===== src/rtl/alu_op_sequencer.sv =====
// Command-side sequencer for the external 8-bit combinational ALU: accepts one command,
// issues registered operands, then writes the result back to a 4x8 register file and a flag register.
module alu_op_sequencer #(
  parameter int NREG = 4
) (
  input  logic       clk,
  input  logic       rst_n,
  input  logic       cmd_valid,
  output logic       cmd_ready,
  input  logic [3:0] cmd_op,
  input  logic [1:0] cmd_rd,
  input  logic [1:0] cmd_rs1,
  input  logic [1:0] cmd_rs2,
  input  logic       cmd_imm_en,
  input  logic [7:0] cmd_imm,
  output logic [7:0] alu_a,
  output logic [7:0] alu_b,
  output logic [3:0] alu_op,
  input  logic [7:0] alu_res,
  input  logic       alu_zf,
  input  logic       alu_sf,
  input  logic       alu_of,
  input  logic       alu_cf,
  output logic       done_valid,
  output logic       done_err,
  output logic [7:0] done_res,
  output logic [3:0] flags,
  input  logic [1:0] dbg_addr,
  output logic [7:0] dbg_data
);

  typedef enum logic [1:0] {
    S_IDLE  = 2'd0,
    S_ISSUE = 2'd1,
    S_DONE  = 2'd2
  } state_t;

  localparam logic [3:0] OP_LAST_ALU = 4'b1010;
  localparam logic [3:0] OP_LOADI    = 4'b1111;

  state_t     r_state;
  logic [7:0] r_regs [NREG];
  logic [3:0] r_op;
  logic [1:0] r_rd;
  logic [7:0] r_imm;
  logic [7:0] r_alu_a;
  logic [7:0] r_alu_b;
  logic [3:0] r_alu_op;
  logic       r_done_valid;
  logic       r_done_err;
  logic [7:0] r_done_res;
  logic [3:0] r_flags;

  logic       w_is_alu;
  logic       w_is_loadi;

  assign w_is_alu   = (r_op <= OP_LAST_ALU);
  assign w_is_loadi = (r_op == OP_LOADI);

  always_ff @(posedge clk) begin
    if (!rst_n) begin
      r_state      <= S_IDLE;
      // NOTE: the register file is cleared by reset because software relies on R0-R3 reading 0 after reset.
      for (int i = 0; i < NREG; i++) r_regs[i] <= '0;
      r_op         <= '0;
      r_rd         <= '0;
      r_imm        <= '0;
      r_alu_a      <= '0;
      r_alu_b      <= '0;
      r_alu_op     <= '0;
      r_done_valid <= 1'b0;
      r_done_err   <= 1'b0;
      r_done_res   <= '0;
      r_flags      <= '0;
    end else begin
      // NOTE: all state updates use non-blocking assignments so every read sees pre-edge values.
      case (r_state)
        S_IDLE: begin
          if (cmd_valid) begin
            r_op     <= cmd_op;
            r_rd     <= cmd_rd;
            r_imm    <= cmd_imm;
            r_alu_a  <= r_regs[cmd_rs1];
            r_alu_b  <= cmd_imm_en ? cmd_imm : r_regs[cmd_rs2];
            r_alu_op <= cmd_op;
            r_state  <= S_ISSUE;
          end
        end
        S_ISSUE: begin
          r_done_valid <= 1'b1;
          r_state      <= S_DONE;
          if (w_is_alu) begin
            r_regs[r_rd] <= alu_res;
            r_flags      <= {alu_zf, alu_sf, alu_of, alu_cf};
            r_done_res   <= alu_res;
            r_done_err   <= 1'b0;
          end else if (w_is_loadi) begin
            r_regs[r_rd] <= r_imm;
            r_done_res   <= r_imm;
            r_done_err   <= 1'b0;
          end else begin
            r_done_err   <= 1'b1;
          end
        end
        S_DONE: begin
          r_done_valid <= 1'b0;
          r_done_err   <= 1'b0;
          r_state      <= S_IDLE;
        end
        default: r_state <= S_IDLE;
      endcase
    end
  end

  assign cmd_ready  = (r_state == S_IDLE);
  assign alu_a      = r_alu_a;
  assign alu_b      = r_alu_b;
  assign alu_op     = r_alu_op;
  assign done_valid = r_done_valid;
  assign done_err   = r_done_err;
  assign done_res   = r_done_res;
  assign flags      = r_flags;
  assign dbg_data   = r_regs[dbg_addr];

endmodule

===== config.mk =====
export PLATFORM = sky130hd
export DESIGN_NAME = alu_op_sequencer
export DESIGN_NICKNAME = d
export VERILOG_FILES = /design/src/rtl/alu_op_sequencer.sv
export SDC_FILE = /design/constraint.sdc
export NUM_CORES = 1
export LEC_CHECK = 0
export CORE_ASPECT_RATIO = 1.75
export CORE_MARGIN = 10
export CORE_UTILIZATION = 25
export DETAILED_ROUTE_END_ITERATION = 10
export GPL_ROUTABILITY_DRIVEN = 0
export PLACE_DENSITY_LB_ADDON = 0.2
export SLEW_MARGIN = 40
export SYNTH_ARGS = -nofsm -noshare
export SYNTH_HDL_FRONTEND = slang
export SYNTH_SLANG_ARGS = --single-unit
export TNS_END_PERCENT = 1

===== constraint.sdc =====
create_clock -name clk -period 1.7 [get_ports clk]
set_input_delay 0.34 -clock clk [delete_from_list [all_inputs] [get_ports clk]]
set_output_delay 0.34 -clock clk [all_outputs]
set_load 0.005 [all_outputs]

==> metrics.csv, run 1 <==
metric,value,unit
Worst Setup EP,dbg_data[7],
post-detail-place hpwl,9450,um
vias per inst,4.50,
Tmin final,1750,ps
sequential fraction of the synthesis area,50.9,%
part of the power in registers,43.5,%
first-pass GRT wire length,18100,um
vias in the first global route,3143,
reg2reg path depth,8,
Crit Path Category,register to output port,
clock group share of total power,38.7,%
outcome,finished with violations,
Fill cells,1452,
syn nets,369,
Vias,2904,
CP startpoint kind,register,
DIE AREA,20200,um^2
clock root buffer,clkbuf_16,
fraction of layout cells with a size suffix above 1,29.7,%
smallest setup slack after layout,-49.3,ps
Max-Cap Viols,0,
n_diodes,0,
CP startpoint,r_regs[3][7]$_DFFE_PP_,
Slew Limit Fails,0,
failing checks,setup timing,
die span in y,181,um
total CTS buffers,9,
Pleak,2.12,nW
clock-pin slew on the worst setup and hold paths,60,ps
Fin Setup TNS,-78.8,ps
register area,1890,um^2
synth unique cells,34,
synthesized flop and latch total,78,
relative slew slack,64.4,%
maximum clock rate,572,MHz
Iteration-0 DRC Markers,107,
port buffer count,78,
worst-path cell chain,"mux4_2, buf_2",
Worst Skew,6.99,ps
All-Layer GR Usage,11.3,%
Layout area overhead,48.4,%
Mapped Cells,329,
wire per inst,17.8,um
area of the multi-input gates,1710,um^2
RR Startpoint,r_state[1]$_SDFFE_PN0P_,
measured slew at the worst slew-check pin,530,ps
"slowest stage delay, CP",500,ps
Die X,112,um
Longest Clk Path Bufs,2,
Top Ports,79,
sw power,1.23,mW
CP Capture Type,output port,
Pint,3.73,mW
DRC Markers,0,
final setup violating endpoints,5,
Worst EP required,1360,ps
nets,500,
Initial Util,25.6,%
"Top FF cell, synth",dfxtp_1,
"EDFF count, synth",32,
pwr/cell area,903,nW/um^2
Routed Antenna Nets,0,
H-tree levels,3,
initial antenna violation count,0,
Crit Path Max Fanout,2,
total gr overflow,0,
ys async rst share,0,%
Post-Place Cells,629,
Core Region,14400,um^2
Netlist Area Pre-Place,3700,um^2
synth warn,0,
CTS Hold Bufs,0,
Final Non-Filler Cells,645,
switch share,24.8,%
first-pass iteration count of the detailed router,4,
CTS tree,yes,
Gate power share,17.7,%
FF-to-FF setup slack,40,ps
maximum number of pins on one net before global-route repair,39,
RSZ-0062 raised after global routing,true,
mean area per synthesized cell,11.2,um^2
Hold Crit Class,register to register,
reg2reg end,r_regs[1][2]$_SDFFCE_PN0P_,
row cnt,58,
Peak VDD IR,0.401,mV
worst path arrival time,1410,ps
CTS Sinks,78,
Tcrit/Tclk final,103,%
Hold Fails Final Rpt,0,
clk_lat worst skew,330,ps
drt total wl,11500,um
Worst path slowest cell,mux4_2,
-- worst min-delay path by stage --
stage / startpoint / to / slack, ps / cells past startpoint
final: done_res[2]$_SDFFE_PN0P_ / done_res[2]$_SDFFE_PN0P_ / 460 / 1
after detailed placement: done_res[3]$_SDFFE_PN0P_ / done_res[3]$_SDFFE_PN0P_ / 450 / 1
after global routing: alu_a[3]$_SDFFE_PN0P_ / alu_a[3]$_SDFFE_PN0P_ / 490 / 2
after CTS: done_res[2]$_SDFFE_PN0P_ / done_res[2]$_SDFFE_PN0P_ / 470 / 1
after global placement: r_imm[0]$_SDFFE_PN0P_ / r_imm[0]$_SDFFE_PN0P_ / 450 / 2
after floorplan: r_imm[0]$_SDFFE_PN0P_ / r_imm[0]$_SDFFE_PN0P_ / 440 / 2
-- cell type report --
cell class / instances / area share [%]
clock buffers: 10 / 4.17
clock inverters: 6 / 1.30
inverters: 3 / 0.205
multi-input cells: 223 / 31.2
flip-flops and latches: 78 / 34.5
well taps: 180 / 4.11
repair buffers: 145 / 24.5
-- worst max-delay path: cells and delay by family, from the launching register on --
kind / cells / cell delay [ps]
mux: 1 / 500
flops: 1 / 430
buf+inv: 1 / 150
-- power groups by stage --
stage	combinational, mW	clock [mW]	sequential (mW)
4_1_cts	0.897	1.97	2.16
6_report	0.878	1.92	2.16
3_5_place_dp	0.910	0	2.20
2_1_floorplan	0.377	0	2.18
3_3_place_gp	0.906	0	2.19
5_1_grt	0.961	2.05	2.17
-- registers in the layout (all words and copies together) (netlist names) --
register / cells
r_regs: 32
alu_a: 8
alu_b: 8
done_res: 8
r_imm: 8
alu_op: 4
flags: 4
r_rd: 2
r_state: 2
done_err: 1
done_valid: 1
-- timing repair --
action | CTS | global route
setup buffers | 0 | 0
pin swaps | 1 | 5
gates resized for setup | 44 | 10
setup endpoints to repair | 58 | 51
-- kinds of logic after synthesis --
logic type,synth area share [%]
AO/OA/AOI/OAI,13.3
adder cells (fa/ha/maj),1.35
buffers and inverters,3.42
flip-flops,50.9
multiplexers,17.6
AND/OR/NAND/NOR,13.4
-- synthesized netlist by cell type (2+ instances only) --
cell type,n,area (um^2)
o2bb2ai_1,8,70.1
and2_1,2,12.5
ha_1,4,50.1
nor2_1,24,90.1
o211a_1,2,20.0
edfxtp_1,32,961
nor2_2,8,50.1
nor2b_1,5,31.3
mux4_2,16,360
dfxtp_1,46,921
a21oi_1,9,45.0
o21ai_0,11,55.1
inv_1,3,11.3
buf_2,8,40.0
nand2b_1,4,25.0
nand2_1,58,218
buf_1,2,7.51
a21boi_0,23,173
mux2i_1,29,290
or2_2,2,12.5
clkbuf_1,13,48.8
o221a_2,8,90.1
-- cell usage in the layout, fill, tap and decap left out, drive strengths merged, types with 8 or more instances in the layout --
cell / instances
a21boi: 23
a21oi: 9
buf: 74
clkbuf: 11
clkdlybuf4s50: 65
dfxtp: 46
edfxtp: 32
mux2i: 29
mux4: 16
nand2: 58
nor2: 33
o21ai: 12
o221a: 8
o2bb2ai: 8
-- through the flow --
step                instance area (um^2)  worst slack (ps)  hold slack [ps]  total power, mW  util [%]
detailed placement                  5200              -632              449             3.11      36.0
finish                              5490             -49.3              461             4.96      38.0
global placement                    5200              -637              452             3.10      36.0
global route                        5490             -80.0              489             5.18      38.0
floorplan                           3700             -84.7              443             2.56         -
CTS                                 5480              -140              467             5.03      38.0
-- per-layer routing --
metal | track usage (%) | wire length [um] | vias up
met5 | 0 | 0 | -
met4 | 5.20 | 383 | 0
met3 | 1.92 | 304 | 16
met2 | 22.3 | 6690 | 48
met1 | 11.0 | 4120 | 1393
li1 | - | - | 1447
No activity file was read; power rests on OpenSTA's default activity.
==> inputs of run 2 (changes only) <==
--- a/config.mk
+++ b/config.mk
@@ -8,9 +8,11 @@
 export CORE_ASPECT_RATIO = 1.75
 export CORE_MARGIN = 10
 export CORE_UTILIZATION = 25
+export CTS_CLUSTER_DIAMETER = 120
 export DETAILED_ROUTE_END_ITERATION = 10
 export GPL_ROUTABILITY_DRIVEN = 0
 export PLACE_DENSITY_LB_ADDON = 0.2
+export REMOVE_ABC_BUFFERS = 1
 export SLEW_MARGIN = 40
 export SYNTH_ARGS = -nofsm -noshare
 export SYNTH_HDL_FRONTEND = slang
==> run 2 against run 1 <==
  * The flow still finishes with violations (setup timing)
  * Critical endpoint is now dbg_data[1]
  * Clock skew grew 1.5 ps
  * Clock-buffer cell count is the same
  * Critical path type unchanged
  * Register-to-register slack got worse by 20 ps
  * Power is 0.40% higher
  * Die area is the same
==> metrics.csv, run 2 (same netlist as run 1, synthesis figures left out) <==
metric,value,unit,change
relative slew slack,67.2,%,was 64.4%
port buffer count,78,,unchanged
Top Ports,79,,unchanged
Longest Clk Path Bufs,2,,unchanged
Worst Skew,8.48,ps,was 6.99 ps
max reg flops,32,,unchanged
CP Capture Type,output port,,unchanged
All-Layer GR Usage,11.1,%,was 11.3%
Peak VDD IR,0.477,mV,was 0.401 mV
Core Region,14400,um^2,unchanged
initial antenna violation count,0,,unchanged
n_diodes,0,,unchanged
worst hold path depth,2,,was 1
nets,497,,was 500
Tcrit/Tclk final,101,%,was 103%
H-tree levels,3,,unchanged
row cnt,58,,unchanged
FF-to-FF setup slack,20,ps,was 40 ps
Crit Path Category,register to output port,,unchanged
outcome,finished with violations,,unchanged
drt total wl,11100,um,was 11500 um
Vias,2892,,was 2904
fraction of layout cells with a size suffix above 1,30.3,%,was 29.7%
smallest setup slack after layout,-22.5,ps,was -49.3 ps
CTS Sinks,78,,unchanged
die span in y,181,um,unchanged
Tmin final,1720,ps,was 1750 ps
most frequent cells in the layout,"clkdlybuf4s50_1 (65), nand2_1 (58), buf_4 (50), dfxtp_1 (41), edfxtp_1 (32)",,"was clkdlybuf4s50_1 (65), buf_4 (59), nand2_1 (56), dfxtp_1 (40), edfxtp_1 (32)"
"Power, Total",4.98,mW,was 4.96 mW
hold worst-path end,alu_a[5]$_SDFFE_PN0P_,,was done_res[2]$_SDFFE_PN0P_
vias in the first global route,3220,,was 3143
clock-pin slew on the worst setup and hold paths,70,ps,was 60 ps
Worst EP required,1360,ps,about the same
final setup violating endpoints,5,,unchanged
RSZ-0062 raised after global routing,true,,unchanged
CTS tree,yes,,unchanged
reg2reg path depth,8,,unchanged
Final Cell Area,5540,um^2,was 5490 um^2
Worst Hold Launch,alu_a[5]$_SDFFE_PN0P_,,was done_res[2]$_SDFFE_PN0P_
"most common cell after layout, fill and taps aside",clkdlybuf4s50_1,,unchanged
DRC Markers,0,,unchanged
measured slew at the worst slew-check pin,488,ps,was 530 ps
Slew Limit Fails,0,,unchanged
worst slack at placement,-655,ps,was -632 ps
DIE AREA,20200,um^2,unchanged
Fill cells,1406,,was 1452
vias per inst,4.50,,about the same
clk_lat worst skew,340,ps,was 330 ps
total CTS buffers,9,,unchanged
first-pass iteration count of the detailed router,4,,unchanged
clock root buffer,clkbuf_16,,unchanged
Pleak,2.12,nW,about the same
RR Startpoint,r_state[1]$_SDFFE_PN0P_,,unchanged
wire per inst,17.3,um,was 17.8 um
Hold Fails Final Rpt,0,,unchanged
maximum number of pins on one net before global-route repair,37,,was 39
"Most flops, register",r_regs,,unchanged
Placed Area,5150,um^2,was 5200 um^2
Layout area overhead,49.7,%,was 48.4%
total gr overflow,0,,unchanged
post-detail-place hpwl,8750,um,was 9450 um
Initial Util,25.6,%,unchanged
reg2reg end,r_regs[1][7]$_SDFFCE_PN0P_,,was r_regs[1][2]$_SDFFCE_PN0P_
Max-Cap Viols,0,,unchanged
first-pass GRT wire length,17600,um,was 18100 um
Crit Path Max Fanout,3,,was 2
CP startpoint kind,register,,unchanged
failing checks,setup timing,,unchanged
CP startpoint,r_regs[3][1]$_DFFE_PP_,,was r_regs[3][7]$_DFFE_PP_
maximum clock rate,581,MHz,was 572 MHz
pwr/cell area,899,nW/um^2,was 903 nW/um^2
Routed Antenna Nets,0,,unchanged
Iteration-0 DRC Markers,78,,was 107
worst path arrival time,1380,ps,was 1410 ps
Hold Crit Class,register to register,,unchanged
Die X,112,um,unchanged
-- run 2: cell types whose count changed in the layout (fill, tap and decap cells not counted), moves of 3 or more --
cell | before | now
buf_4 | 59 | 50
buf_6 | 0 | 6
mux2i_1 | 29 | 26
nor2_1 | 24 | 21
nor2_2 | 8 | 11
-- run 2: per-layer routing --
layer  wire (um)  track usage, %  share of wire (%)  up-vias
met3         648            3.68                5.8       12
li1            -               -                  -     1439
met1        3850            10.4                 35     1374
met4         216            4.38                1.9        0
met5           0               0                  0        -
met2        6420            21.3                 58       67
-- run 2: worst max-delay path by stage --
| stage | end | slack, ps | cells past startpoint |
|---|---|---|---|
| 2_1_floorplan | r_regs[2][0]$_SDFFCE_PN0P_ | -340 | 5 |
| 3_3_place_gp | dbg_data[4] | -640 | 4 |
| 3_5_place_dp | dbg_data[1] | -650 | 4 |
| 4_1_cts | dbg_data[0] | -40 | 2 |
| 5_1_grt | dbg_data[5] | -80 | 2 |
| 6_report | dbg_data[1] | -20 | 2 |
-- run 2: critical path, stage by stage (launching register included) --
cell,delay (ps)
edfxtp_1,410
mux4_2,500
buf_6,130
-- run 2: repair_timing --
item / 4_1_cts / 5_1_grt
gates resized for setup: 54 / 12
setup endpoints to repair: 60 / 53
pin swaps: 1 / 10
hold buffers: 0 / 0
buffers inserted: 6 / 0
-- run 2: stage by stage --
stage	cells	TNS [ps]	hold WS, ps	util, %
after floorplan	304	-6900	443	-
after global placement	620	-28240	452	35.7
after detailed placement	620	-31720	452	35.7
after CTS	642	-220	470	38.1
after global routing	642	-2060	498	38.3
final	642	-85.8	464	38.3
-- run 2: power breakdown --
| part | internal, mW | switching, mW | leakage, nW |
|---|---|---|---|
| clock network | 1.13 | 0.783 | 0.136 |
| logic | 0.525 | 0.374 | 1.28 |
| registers | 2.08 | 0.0813 | 0.710 |
-- run 2: final cells by class --
cell class              count  area [um^2]  area share [%]
flip-flops and latches     78         1890            34.1
multi-input cells         223         1750            31.7
repair buffers            142         1370            24.7
clock buffers              10          229            4.14
well taps                 180          225            4.07
clock inverters             6         62.6            1.13
inverters                   3         11.3           0.203
==> inputs of run 3 (changes only) <==
==> constraint.sdc (replaced) <==
create_clock -name clk -period 1.44 [get_ports clk]
set_input_delay 0.288 -clock clk [delete_from_list [all_inputs] [get_ports clk]]
set_output_delay 0.288 -clock clk [all_outputs]
set_load 0.005 [all_outputs]
==> run 3 against run 2 <==
  * Setup slack worse by 220 ps
  * Clock-buffer cell count down 1
  * Die area unchanged
  * Largest cell class unchanged
  * Cell area is 0.68% higher
  * Critical path depth is the same
  * Combinational power is 17% higher
  * Largest power group unchanged
  * The run still ends with setup timing left
  * Global-route usage increased by 0.066 points
==> metrics.csv, run 3 (same netlist as run 1, synthesis figures left out) <==
metric,value,unit,change
relative slew slack,77.1,%,was 67.2%
worst path arrival time,1400,ps,was 1380 ps
final setup violating endpoints,65,,was 5
Vias,2943,,was 2892
Longest Clk Path Bufs,2,,unchanged
sw power,1.45,mW,was 1.24 mW
Pint,4.38,mW,was 3.74 mW
CTS Sinks,78,,unchanged
initial antenna violation count,0,,unchanged
vias per inst,4.55,,was 4.50
Fill cells,1399,,was 1406
Pleak,2.30,nW,was 2.12 nW
Crit Path Max Fanout,3,,unchanged
clock-pin slew on the worst setup and hold paths,60,ps,was 70 ps
wire per inst,17.2,um,was 17.3 um
fraction of layout cells with a size suffix above 1,32.5,%,was 30.3%
Worst EP required,1150,ps,was 1360 ps
All-Layer GR Usage,11.2,%,was 11.1%
failing checks,setup timing,,unchanged
CP Capture Type,output port,,unchanged
max reg flops,32,,unchanged
"Most flops, register",r_regs,,unchanged
nets,503,,was 497
most frequent cells in the layout,"nand2_1 (55), buf_4 (55), dfxtp_1 (39), dlygate4sd2_1 (38), edfxtp_1 (32)",,"was clkdlybuf4s50_1 (65), nand2_1 (58), buf_4 (50), dfxtp_1 (41), edfxtp_1 (32)"
Worst path slowest cell,mux4_2,,unchanged
CTS Hold Bufs,0,,unchanged
Core Region,14400,um^2,unchanged
Die X,112,um,unchanged
post-detail-place hpwl,8760,um,was 8750 um
row cnt,58,,unchanged
clk_lat worst skew,330,ps,was 340 ps
total CTS buffers,9,,unchanged
worst hold path depth,2,,unchanged
H-tree levels,3,,unchanged
smallest setup slack after layout,-245,ps,was -22.5 ps
Crit Path Category,register to output port,,unchanged
first-pass GRT wire length,17800,um,was 17600 um
measured slew at the worst slew-check pin,343,ps,was 488 ps
Iteration-0 DRC Markers,89,,was 78
Layout area overhead,50.8,%,was 49.7%
die span in y,181,um,unchanged
vias in the first global route,3255,,was 3220
fin util,38.6,%,was 38.3%
Gate power share,18.1,%,about the same
n_diodes,0,,unchanged
CTS tree,yes,,unchanged
clock root buffer,clkbuf_16,,unchanged
CP startpoint kind,register,,unchanged
port buffer count,78,,unchanged
maximum clock rate,593,MHz,
DIE AREA,20200,um^2,unchanged
RSZ-0062 raised after global routing,true,,unchanged
register area,1890,um^2,about the same
maximum number of pins on one net before global-route repair,37,,unchanged
clock group share of total power,38.2,%,was 38.5%
Tmin final,1690,ps,
DRC Markers,0,,unchanged
Hold WS,450,ps,was 464 ps
Max-Cap Viols,0,,unchanged
switch share,24.8,%,was 24.9%
"slowest stage delay, CP",490,ps,was 500 ps
Hold Crit Class,register to register,,unchanged
pwr/cell area,1050,nW/um^2,was 899 nW/um^2
Initial Util,25.6,%,unchanged
reg2reg path depth,8,,unchanged
part of the power in registers,43.7,%,was 43.4%
worst-path cell chain,"mux4_2, buf_2",,"was mux4_2, buf_6"
drt total wl,11100,um,about the same
Slew Limit Fails,0,,unchanged
Routed Antenna Nets,0,,unchanged
total gr overflow,0,,unchanged
area of the multi-input gates,1770,um^2,was 1750 um^2
Top Ports,79,,unchanged
first-pass iteration count of the detailed router,4,,unchanged
Peak VDD IR,0.503,mV,was 0.477 mV
Worst Skew,6.29,ps,was 8.48 ps
Tcrit/Tclk final,117,%,
Hold Fails Final Rpt,0,,unchanged
outcome,finished with violations,,unchanged
-- run 3: final timing paths --
kind	start	slack, ps	end
worst max-delay path	r_regs[2][6]$_SDFFCE_PN0P_	-250	dbg_data[6]
worst min-delay path	alu_a[5]$_SDFFE_PN0P_	450	alu_a[5]$_SDFFE_PN0P_
worst max register to register	r_state[1]$_SDFFE_PN0P_	-200	r_regs[3][7]$_DFFE_PP_
worst min register to register	alu_a[5]$_SDFFE_PN0P_	450	alu_a[5]$_SDFFE_PN0P_
-- run 3: worst max-delay path, delay by kind of cell (launching register included) --
| kind | cells | cell delay, ps |
|---|---|---|
| muxes | 1 | 490 |
| DFF | 1 | 430 |
| buffers and inverters | 1 | 140 |
-- run 3: area by class of cell --
cell class	count	area share, %
clock inverters	6	1.14
repair buffers	148	24.9
multi-input cells	223	31.8
clock buffers	9	4.04
well taps	180	4.04
flip-flops and latches	78	33.9
inverters	3	0.202
-- run 3: metal layers --
layer | part of all wire [%] | routed length (um) | global-route usage [%] | up-vias
met5 | 0 | 0 | 0 | -
met4 | 1.9 | 209 | 3.82 | 0
met3 | 6.1 | 681 | 4.31 | 13
met2 | 56 | 6280 | 21.5 | 67
met1 | 36 | 3980 | 10.4 | 1404
li1 | - | - | - | 1459
-- run 3: what timing repair did --
item	CTS	global route
resized for setup	97	21
endpoints found under the hold margin	0	0
setup buffers	6	0
endpoints found under the setup margin	145	109
pin swaps	29	4
-- run 3: through the flow --
stage	worst slack [ps]	power (mW)	cells	TNS, ps	cell area (um^2)
4_1_cts	-250	5.92	647	-11980	5530
6_report	-245	5.83	647	-9310	5570
3_5_place_dp	-807	3.68	626	-54650	5210
2_1_floorplan	-599	2.96	304	-30490	3580
3_3_place_gp	-787	3.67	626	-51300	5210
5_1_grt	-280	6.14	647	-16180	5570
-- run 3: power by group through the flow --
stage | registers, mW | clock network [mW] | logic [mW]
6_report | 2.55 | 2.23 | 1.05
5_1_grt | 2.57 | 2.41 | 1.16
4_1_cts | 2.55 | 2.32 | 1.05
3_5_place_dp | 2.59 | 0 | 1.09
3_3_place_gp | 2.59 | 0 | 1.08
2_1_floorplan | 2.58 | 0 | 0.383
